### config.mk
export PLATFORM = sky130hd
export DESIGN_NAME = noc_axi4_bridge_wr_packer
export DESIGN_NICKNAME = d
export VERILOG_FILES = /design/src/rtl/noc_axi4_bridge_pkg.sv /design/src/rtl/noc_axi4_bridge_strb_gen.sv /design/src/rtl/noc_axi4_bridge_wr_packer.sv
export SDC_FILE = /design/constraint.sdc
export NUM_CORES = 1
export LEC_CHECK = 0
export CAP_MARGIN = 20
export CORE_AREA = 2 2 298 300
export CTS_BUF_LIST = sky130_fd_sc_hd__clkbuf_8
export CTS_CLUSTER_DIAMETER = 150
export CTS_CLUSTER_SIZE = 24
export DETAILED_ROUTE_END_ITERATION = 12
export DIE_AREA = 0 0 300 302
export GPL_TIMING_DRIVEN = 1
export SLEW_MARGIN = 20
export SYNTH_ARGS = -nofsm -noshare
export SYNTH_HDL_FRONTEND = slang
export SYNTH_SLANG_ARGS = --single-unit
### constraint.sdc
create_clock -name clk -period 4.3 [get_ports clk]
set_input_delay 0.86 -clock clk [delete_from_list [all_inputs] [get_ports clk]]
set_output_delay 0.86 -clock clk [all_outputs]
set_load 0.005 [all_outputs]
### src/rtl/noc_axi4_bridge_pkg.sv
// noc_axi4_bridge_pkg: shared widths, FSM state type, flit field offsets and size-code decode
// for the NoC-to-AXI4 bridge write path.
`ifndef AXI4_DATA_WIDTH
`define AXI4_DATA_WIDTH 512
`endif
`ifndef AXI4_STRB_WIDTH
`define AXI4_STRB_WIDTH 64
`endif
`ifndef AXI4_ADDR_WIDTH
`define AXI4_ADDR_WIDTH 64
`endif
`ifndef AXI4_ID_WIDTH
`define AXI4_ID_WIDTH 4
`endif
`ifndef MSG_DATA_SIZE_WIDTH
`define MSG_DATA_SIZE_WIDTH 3
`endif

package noc_axi4_bridge_pkg;
    localparam int AXI_DATA_W = `AXI4_DATA_WIDTH;
    localparam int AXI_STRB_W = `AXI4_STRB_WIDTH;
    localparam int AXI_ADDR_W = `AXI4_ADDR_WIDTH;
    localparam int AXI_ID_W   = `AXI4_ID_WIDTH;
    localparam int SIZE_LOG_W = `MSG_DATA_SIZE_WIDTH;

    localparam int LEN_LSB    = 22;
    localparam int LEN_W      = 8;
    localparam int MSHRID_LSB = 6;
    localparam int MSHRID_W   = 8;
    localparam int SRC_LSB    = 34;
    localparam int SRC_W      = 30;
    localparam int ADDR_LSB   = 0;
    localparam int ADDR_W     = 40;
    localparam int SIZE_LSB   = 52;
    localparam int SIZE_W     = 3;

    typedef enum logic [2:0] {HDR0, HDR1, HDR2, DATA, OUT} wr_state_e;

    // Header size code is log2(bytes)+1; code 0 is treated like code 1 (single byte).
    function automatic logic [SIZE_LOG_W-1:0] size_log_of(input logic [SIZE_W-1:0] code);
        return (code == '0) ? '0 : SIZE_LOG_W'(code - SIZE_W'(1));
    endfunction
endpackage

### src/rtl/noc_axi4_bridge_strb_gen.sv
// noc_axi4_bridge_strb_gen: byte strobe and first 64-bit data lane for a naturally
// aligned access of 2^size_log bytes within a 64-byte line.
module noc_axi4_bridge_strb_gen
    import noc_axi4_bridge_pkg::*;
(
    input  logic [5:0]            addr_i,
    input  logic [SIZE_LOG_W-1:0] size_log_i,
    output logic [AXI_STRB_W-1:0] strb_o,
    output logic [2:0]            base_lane_o
);
    logic [6:0]  nbytes;
    logic [5:0]  off;
    logic [2:0]  lanes_m1;
    logic [63:0] mask;

    always_comb begin
        nbytes      = 7'd1 << size_log_i;
        off         = addr_i & ~(nbytes[5:0] - 6'd1);
        mask        = {64{1'b1}} >> (7'd64 - nbytes);
        lanes_m1    = nbytes[5:3] - 3'd1;
        strb_o      = AXI_STRB_W'(mask << off);
        base_lane_o = (size_log_i >= SIZE_LOG_W'(3)) ? (addr_i[5:3] & ~lanes_m1) : addr_i[5:3];
    end
endmodule

### src/rtl/noc_axi4_bridge_wr_packer.sv
// noc_axi4_bridge_wr_packer: collects a NoC write-request message into one AXI4 write request.
// Optional payload-length check enabled by defining NOC_AXI4_WR_PACKER_LEN_CHECK_EN.
module noc_axi4_bridge_wr_packer
    import noc_axi4_bridge_pkg::*;
#(
    parameter int FLIT_WIDTH     = 64,
    parameter int MAX_DATA_FLITS = AXI_DATA_W / FLIT_WIDTH
) (
    input  logic                  clk,
    input  logic                  rst_n,
    input  logic                  noc_valid,
    input  logic [FLIT_WIDTH-1:0] noc_data,
    output logic                  noc_ready,
    output logic                  req_val,
    input  logic                  req_rdy,
    output logic [AXI_ADDR_W-1:0] req_addr,
    output logic [SIZE_LOG_W-1:0] req_size_log,
    output logic [AXI_ID_W-1:0]   req_id,
    output logic [AXI_DATA_W-1:0] req_data,
    output logic [AXI_STRB_W-1:0] req_strb,
    output logic [7:0]            req_mshrid,
    output logic [29:0]           req_src,
    output logic                  err_len
);
    wr_state_e             state_q, state_d;
    logic [LEN_W-1:0]      len_q, len_d;
    logic [7:0]            mshrid_q, mshrid_d;
    logic [29:0]           src_q, src_d;
    logic [AXI_ADDR_W-1:0] addr_q, addr_d;
    logic [SIZE_LOG_W-1:0] size_q, size_d;
    logic [LEN_W-1:0]      cnt_q, cnt_d;
    logic [AXI_DATA_W-1:0] data_q, data_d;
    logic [AXI_STRB_W-1:0] strb_q, strb_d;
    logic [AXI_ID_W-1:0]   id_q, id_d;
    logic [AXI_STRB_W-1:0] strb;
    logic [2:0]            base_lane;
    logic [8:0]            lane;

    noc_axi4_bridge_strb_gen u_strb_gen (
        .addr_i      (addr_q[5:0]),
        .size_log_i  (size_q),
        .strb_o      (strb),
        .base_lane_o (base_lane)
    );

    always_comb begin
        state_d  = state_q;
        len_d    = len_q;
        mshrid_d = mshrid_q;
        src_d    = src_q;
        addr_d   = addr_q;
        size_d   = size_q;
        cnt_d    = cnt_q;
        data_d   = data_q;
        strb_d   = strb_q;
        id_d     = id_q;
        lane     = 9'(base_lane) + 9'(cnt_q);
        case (state_q)
            HDR0: if (noc_valid) begin
                len_d    = noc_data[LEN_LSB +: LEN_W];
                mshrid_d = noc_data[MSHRID_LSB +: MSHRID_W];
                src_d    = noc_data[SRC_LSB +: SRC_W];
                data_d   = '0;
                strb_d   = '0;
                cnt_d    = '0;
                state_d  = HDR1;
            end
            HDR1: if (noc_valid) begin
                addr_d  = AXI_ADDR_W'(noc_data[ADDR_LSB +: ADDR_W]);
                size_d  = size_log_of(noc_data[SIZE_LSB +: SIZE_W]);
                state_d = HDR2;
            end
            HDR2: if (noc_valid) begin
                strb_d  = (len_q > LEN_W'(2)) ? strb : '0;
                state_d = (len_q > LEN_W'(2)) ? DATA : OUT;
            end
            DATA: if (noc_valid) begin
                // Lanes past the line are dropped rather than wrapped.
                if (int'(lane) < MAX_DATA_FLITS)
                    data_d[int'(lane)*FLIT_WIDTH +: FLIT_WIDTH] = noc_data;
                cnt_d   = cnt_q + LEN_W'(1);
                state_d = (cnt_q == len_q - LEN_W'(3)) ? OUT : DATA;
            end
            OUT: if (req_rdy) begin
                id_d    = id_q + AXI_ID_W'(1);
                state_d = HDR0;
            end
            default: state_d = HDR0;
        endcase
    end

    always_ff @(posedge clk or negedge rst_n) begin
        if (!rst_n) begin
            state_q  <= HDR0;
            len_q    <= '0;
            mshrid_q <= '0;
            src_q    <= '0;
            addr_q   <= '0;
            size_q   <= '0;
            cnt_q    <= '0;
            data_q   <= '0;
            strb_q   <= '0;
            id_q     <= '0;
        end else begin
            state_q  <= state_d;
            len_q    <= len_d;
            mshrid_q <= mshrid_d;
            src_q    <= src_d;
            addr_q   <= addr_d;
            size_q   <= size_d;
            cnt_q    <= cnt_d;
            data_q   <= data_d;
            strb_q   <= strb_d;
            id_q     <= id_d;
        end
    end

    assign noc_ready    = (state_q != OUT);
    assign req_val      = (state_q == OUT);
    assign req_addr     = addr_q & ~AXI_ADDR_W'((7'd1 << size_q) - 7'd1);
    assign req_size_log = size_q;
    assign req_id       = id_q;
    assign req_data     = data_q;
    assign req_strb     = strb_q;
    assign req_mshrid   = mshrid_q;
    assign req_src      = src_q;

`ifdef NOC_AXI4_WR_PACKER_LEN_CHECK_EN
    logic                  err_q;
    logic [SIZE_LOG_W-1:0] hdr1_size;
    logic [8:0]            exp_len;

    // Expected L is two header flits plus one data flit per 64-bit lane (at least one).
    always_comb begin
        hdr1_size = size_log_of(noc_data[SIZE_LSB +: SIZE_W]);
        exp_len   = (hdr1_size >= SIZE_LOG_W'(3)) ? (9'd1 << (hdr1_size - SIZE_LOG_W'(3))) + 9'd2 : 9'd3;
    end

    always_ff @(posedge clk or negedge rst_n) begin
        if (!rst_n)
            err_q <= 1'b0;
        else if (state_q == HDR1 && noc_valid && {1'b0, len_q} != exp_len)
            err_q <= 1'b1;
    end

    assign err_len = err_q;
`else
    assign err_len = 1'b0;
`endif
endmodule
Word-level counts from Yosys, hierarchy flattened
Index checks and enable logic that the tools add are counted.
W data, S select, Z words.
{ "classes": {"addsub": 10, "n_lt_le_gt_ge": 3, "n_eq_ne": 12, "n_shift": 6, "mux": 22, "n_bitwise": 6, "reduce_logical": 11} }
{ "op_table": {"columns": ["operator", "n"], "rows": [
  ["$mux W512", 3],
  ["$pmux W512 S2", 1],
  ["$bwmux W512", 1],
  ["$shift A64 B33 Y512 const A", 1],
  ["$shiftx A64 B33 Y512", 1],
  ["$mux W64", 3],
  ["$pmux W64 S2", 1],
  ["$and A40 B64 Y64", 1],
  ["$not A64 Y64", 1],
  ["$shl A1 B3 Y64 const A", 1],
  ["$shl A64 B6 Y64", 1],
  ["$shr A64 B7 Y64 const A", 1],
  ["$sub A64 B1 Y64 const B", 1],
  ["$neg A15 Y33", 1],
  ["$mux W3", 9],
  ["$mux W8", 2],
  ["$pmux W8 S2", 1],
  ["$pmux W3 S5", 1],
  ["$ne A2 B2 Y1 const B", 5],
  ["$add A3 B8 Y9", 1],
  ["$lt A9 B4 Y1 const B", 1],
  ["$add A8 B1 Y8 const B", 1],
  ["$eq A8 B8 Y1", 1],
  ["$gt A8 B2 Y1 const B", 1],
  ["other kinds (22)", 29]
]} }
{ "word_totals": {"reg_bits": 680, "input_bits": 68, "wordCells": 80} }

Depth between registers and ports, before layout
{ "depth": {"ltp_word": 12, "ltp_mapped": 21, "ltp_nobuf": 17} }

Modules after synthesis
A second synthesis with hierarchy kept.
{ "hier_totals": {"cells_unflattened": 2792, "hier_area_um2": 30849.6} }
{ "modules_own_cells": {"columns": ["mod", "instances", "cells_each", "area_per_inst_um2", "seq_area_each_um2"], "rows": [
  ["noc_axi4_bridge_wr_packer", 1, 2373, 28345.9, 17016.3],
  ["noc_axi4_bridge_strb_gen", 1, 419, 2503.7, 0.0]
]} }

Least setup slack after synthesis
OpenSTA, ideal clock, no wires.
{ "synth_path": {"path_type": "register to register", "startpoint": "register size_q[2] (netlist: req_size_log[2])", "endpoint": "register data_q[182] (netlist: req_data[182])", "arrival_ns": 4.394, "slack_ns": -0.222, "path_stages_with_launch": 21, "path_buffers": 5, "period_less_slack_ns": 4.522, "cell_sequence": "dfrtp_1 -> clkbuf_1 -> clkbuf_1 -> clkbuf_1 -> o21ai_0 -> and2_1 -> fa_1 -> a21o_1 -> and3_1 -> a21o_1 -> a31oi_1 -> nor2_1 -> ha_1 -> nor2b_1 -> nand2_1 -> o2111a_1 -> nor2_2 -> nand3_1 -> buf_4 -> buf_4 -> mux2i_1"} }
{ "synth_via": {"elab_chain_cells": 12, "elab_cells_between_ends": 17} }
{ "synth_rtl": {"columns": ["element", "line_no", "source"], "rows": [
  ["start, declared", "noc_axi4_bridge_wr_packer.sv:30", "logic [SIZE_LOG_W-1:0] size_q, size_d;"],
  ["start signal, assigned", "noc_axi4_bridge_wr_packer.sv:110", "size_q <= size_d;"],
  ["$shl A1 B3 Y7", "noc_axi4_bridge_strb_gen.sv:17", "nbytes = 7'd1 << size_log_i;"],
  ["$sub A3 B1 Y3", "noc_axi4_bridge_strb_gen.sv:20", "lanes_m1 = nbytes[5:3] - 3'd1;"],
  ["$not A3 Y3", "noc_axi4_bridge_strb_gen.sv:22", "base_lane_o = (size_log_i >= SIZE_LOG_W'(3)) ? (addr_i[5:3] & ~lanes_m1) : addr_i[5:3];"],
  ["$and A3 B3 Y3", "noc_axi4_bridge_strb_gen.sv:22", null],
  ["$mux W3 *", "noc_axi4_bridge_strb_gen.sv:22", null],
  ["$add A3 B8 Y9 *", "noc_axi4_bridge_wr_packer.sv:57", "lane = 9'(base_lane) + 9'(cnt_q);"],
  ["$neg A15 Y33", "noc_axi4_bridge_wr_packer.sv:80", "data_d[int'(lane)*FLIT_WIDTH +: FLIT_WIDTH] = noc_data;"],
  ["$shiftx A64 B33 Y512 / $shift A64 B33 Y512 (equally long branches)", "noc_axi4_bridge_wr_packer.sv:80", null],
  ["$bwmux W512", "noc_axi4_bridge_wr_packer.sv:80", null],
  ["$mux W512", "noc_axi4_bridge_wr_packer.sv:79", "if (int'(lane) < MAX_DATA_FLITS)"],
  ["$mux W512", "noc_axi4_bridge_wr_packer.sv:77", "DATA: if (noc_valid) begin"],
  ["$pmux W512 S2", "noc_axi4_bridge_wr_packer.sv:58", "case (state_q)"],
  ["end signal, assigned", "noc_axi4_bridge_wr_packer.sv:112", "data_q <= data_d;"],
  ["end, declared", "noc_axi4_bridge_wr_packer.sv:32", "logic [AXI_DATA_W-1:0] data_q, data_d;"]
]} }
Every way passes the cells marked *; elsewhere a longest branch is shown, timed or not. The select of a mux whose other input is x is not followed.
A chain may end at the register's enable or synchronous reset.

Worst setup path in the final report
{ "layout_path": {"startpoint": "register size_q[1] (netlist: req_size_log[1])", "endpoint": "output port req_addr[24]"} }
{ "layout_via": {"elab_chain_cells": 4} }
{ "layout_rtl": {"columns": ["element", "line_no", "source"], "rows": [
  ["$shl A1 B3 Y64", "noc_axi4_bridge_wr_packer.sv:120", "assign req_addr = addr_q & ~AXI_ADDR_W'((7'd1 << size_q) - 7'd1);"],
  ["$sub A64 B1 Y64", "noc_axi4_bridge_wr_packer.sv:120", null],
  ["$not A64 Y64", "noc_axi4_bridge_wr_packer.sv:120", null],
  ["$and A40 B64 Y64", "noc_axi4_bridge_wr_packer.sv:120", null],
  ["end, declared", "noc_axi4_bridge_wr_packer.sv:16", "output logic [AXI_ADDR_W-1:0] req_addr,"]
]} }
No other way between the ends.

==> summary.txt <==
Clock tree
  – CTS Hold Buffers Added: 0
  – CTS tree: done
  – TritonCTS buffer count: 34
  – Clk_lat worst skew: 0.69 ns
  – Clk slew on worst S/H paths: 0.15 ns
  – CTS root buffer: clkbuf_8
  – CTS Buffer Depth: 3
  – Clock Sinks: between 600 and 700
  – CTS H-tree depth: 2

Routing
  – DRC: 0
  – Iter 0 DRT Violations: 1511
  – 1st-pass router iterations: 5
  – Final ANT Viol Nets: 0
  – Via count: approximately 24000
  – DR vias/cell: 5.17
  – Post-DR wirelength/cell: 24.3 um
  – WL final: about 110000 um

Yosys
  – Main synth FF type: dfrtp_1
  – Synth cell types: 89
  – Synth Cell Area: ~30000 um^2
  – Synth Register Bits: 680
  – Syn Inst Count: between 2000 and 3000
  – Ys async rst share: 100%
  – Avg Synthesized Cell Area: ~11 um^2
  – Number of synthesized flops with an enable pin: 0
  – Yosys Warn Count: 0
  – Register area share after synthesis: 57.5%

Floorplan
  – Row cnt: 109
  – Die area: 90600 um^2
  – IO Pins: 756
  – Initial core utilization: 33.8%
  – Die height: 302 um
  – Core footprint: between 80000 and 90000 um^2
  – Die X: 300 um

STA
  – Fin. Hold Viols: 0
  – Endpoints failing setup: 0
  – Final period demand of the worst path: 4.15 ns
  – Tcrit/Tclk final: 96.5%
  – Slew headroom: 34.8%
  – Max Clock Freq: 241 MHz
  – WHS: 0.225 ns
  – Slew Limit Fails: 0
  – Actual slew at the worst max-slew pin: roughly 0.98 ns
  – Post-Route Skew: 0.0536 ns

Setup path
  – Worst setup path startpoint: req_size_log[1]
  – Crit-path leading delay family: buffers and inverters
  – R2R setup slack: 0.22 ns
  – Stages on the worst setup path: 9
  – Reg2Reg Capture Point: req_data[236]
  – Worst path most repeated cell: buf_12
  – Crit Path Category: flop to output port
  – Critical path peak fanout: 23
  – Reg2Reg Depth: 18
  – Worst path max stage delay: 0.54 ns
  – WP data required: 3.44 ns
  – Worst setup SP type: flop
  – WP buf/inv: 5
  – Crit path cell chain: buf_12 -> clkinvlp_4 -> nand3_1 -> ha_1 -> buf_4 -> nor3b_4 -> buf_12 -> nor2b_1 -> clkdlybuf4s50_1
  – Critical Path End Type: output port
  – Worst EP arrival: 3.29 ns
  – Origin of the critical flop-to-flop path: req_size_log[2]
  – Last element of the critical path: req_addr[24]
  – Worst path slowest cell: clkdlybuf4s50_1

Layout
  – Share of cells above drive strength 1: 6.98%
  – Finished Layout Cells: approximately 4600
  – Area of the multi-input gates: 11400 um^2
  – Nets@finish: roughly 3500
  – FF/Latch Area: 17000 um^2
  – Synth-to-Final Area Change: 32.4%
  – Layout fillers: around 8400

GRT
  – GRT met2 Usage: 39.4%
  – First-pass GRT wire length: 164000 um
  – Met3 usage: 5.95%
  – GRT busiest layer: met2
  – Number of global-route vias before repair: about 23000
  – Met1 GRT Util: 31.9%
  – GRT overflow: 0
  – Largest net degree at the start of global routing: 175
  – Total track usage: 24.0%
  – Initial antenna violation count: 3

Outcome
  – Status: complete, no violations

Pwr
  – Clock power frac: 10.0%
  – Switching Share: between 40% and 50%
  – Seq pwr share: roughly 36%
  – Pwr Density: 720 nW/um^2
  – P_int: 16.7 mW
  – Max rail drop VDD: 0.357 mV
  – Leak: 18.7 nW
  – Comb power frac: a little over half
  – P_sw: 11.5 mW

Hold path
  – Hold crit path type: primary input to asynchronous set/reset pin

Placement
  – # port buffers: 730
  – Placer Congestion: around 0.94
  – Placed cell count: between 4000 and 5000
  – Post-detail-place hpwl: 79800 um

Flow run
  – Max Cap Viol: 0
-- Yosys cell counts, drive strengths merged (11+ instances only) --
master    n  area (um^2)
a21oi    66          357
a22o     82          718
a31oi    17          106
buf     116          793
clkbuf  118          445
dfrtp   680        17000
ha       16          200
inv      64          240
mux2     41          462
mux2i   264         2640
nand2   568         2130
nand2b   11         68.8
nand3   142          711
nor2     59          224
nor2b    30          188
nor3     19          105
o211ai   21          158
o21ai   296         1490
xor2     11         96.3
-- stage by stage --
| step | setup TNS (ns) | worst slack, ns | utilization, % | total power [mW] | cell area, um^2 |
|---|---|---|---|---|---|
| after CTS | 0 | 0.00267 | 44.6 | 28.2 | 39000 |
| after floorplan | 0 | 0.0420 | - | 16.6 | 29700 |
| after global routing | -0.00713 | -0.00713 | 44.8 | 30.0 | 39200 |
| final | 0 | 0.151 | 44.8 | 28.2 | 39200 |
| after detailed placement | -0.258 | -0.0406 | 43.9 | 25.1 | 38400 |
| after global placement | 0 | 0.0672 | 43.9 | 25.1 | 38400 |
-- area by class of cell --
class / count / share of cell area [%]
Inverter: 66 / 0.655
Sequential cell: 680 / 43.4
Antenna cell: 1 / 0.00639
Clock inverter: 3 / 0.0862
Tap cell: 1165 / 3.72
Multi-Input combinational cell: 1839 / 29.0
Timing Repair Buffer: 843 / 21.9
Clock buffer: 35 / 1.23
-- power by group through the flow --
stage	clock, mW	combinational [mW]	sequential (mW)
2_1_floorplan	0	6.34	10.3
3_3_place_gp	0	14.9	10.2
3_5_place_dp	0	14.9	10.2
4_1_cts	2.95	15.1	10.1
5_1_grt	3.16	16.4	10.4
6_report	2.83	15.3	10.1
-- how the worst min path moves through the flow --
stage                  start            end
2_1_floorplan   req_strb[35]   req_strb[35]
3_3_place_gp   req_mshrid[6]  req_mshrid[6]
3_5_place_dp   req_mshrid[6]  req_mshrid[6]
4_1_cts                rst_n   req_data[35]
5_1_grt                rst_n  req_data[160]
6_report               rst_n  req_data[160]
-- metal layers --
layer | wire (um) | vias to the layer above | share of wire, %
met5 | 13 | - | 0.012
met4 | 3140 | 2 | 2.8
met3 | 7790 | 120 | 6.9
met2 | 53300 | 782 | 47
met1 | 48200 | 12138 | 43
li1 | - | 10896 | -
-- what timing repair did --
item	in CTS	in global routing
pin swaps	1	3
resized for setup	15	14
setup buffers	1	10
endpoints found under the hold margin	0	0
endpoints found under the setup margin	84	407
cloned	0	1
-- flip-flops by register name, indices dropped and copies added (netlist names) --
signal	count
req_id	4
addr_q	40
state_q	3
cnt_q	8
req_size_log	3
req_mshrid	8
req_src	30
len_q	8
req_strb	64
req_data	512
-- cells in the final DEF (no fill, tap or decap), drive strengths merged, types with 7 or more instances in the layout --
cell,count
a221o,8
a22oi,10
a22o,82
buf,112
conb,25
o21ai,296
inv,65
o31ai,8
o22ai,7
nand2b,11
xnor2,10
mux2i,264
ha,16
o2111ai,10
nor2b,30
nand2,568
o211ai,21
nand3,142
a31oi,17
a211oi,7
xor2,11
mux2,41
clkdlybuf4s50,729
and3,8
o21a,8
or3,8
nor2,59
dfrtp,680
nor3,19
clkbuf,37
a21oi,66
and2,10
-- cell families (layout without fill, tap and decap cells) --
family | Yosys count | in the layout | share of synthesized area [%]
muxes | 306 | 306 | 10.6
AOI/OAI and AO/OA | 589 | 589 | 12.7
buffers and inverters | 300 | 947 | 5.03
xor gates and xnor gates | 21 | 21 | 0.621
DFF | 680 | 680 | 57.5
other | 1 | 26 | 0.0127
adders and majority gates | 17 | 17 | 0.744
and+or+nand+nor | 881 | 881 | 12.8
(Power assumes the default switching activity.)
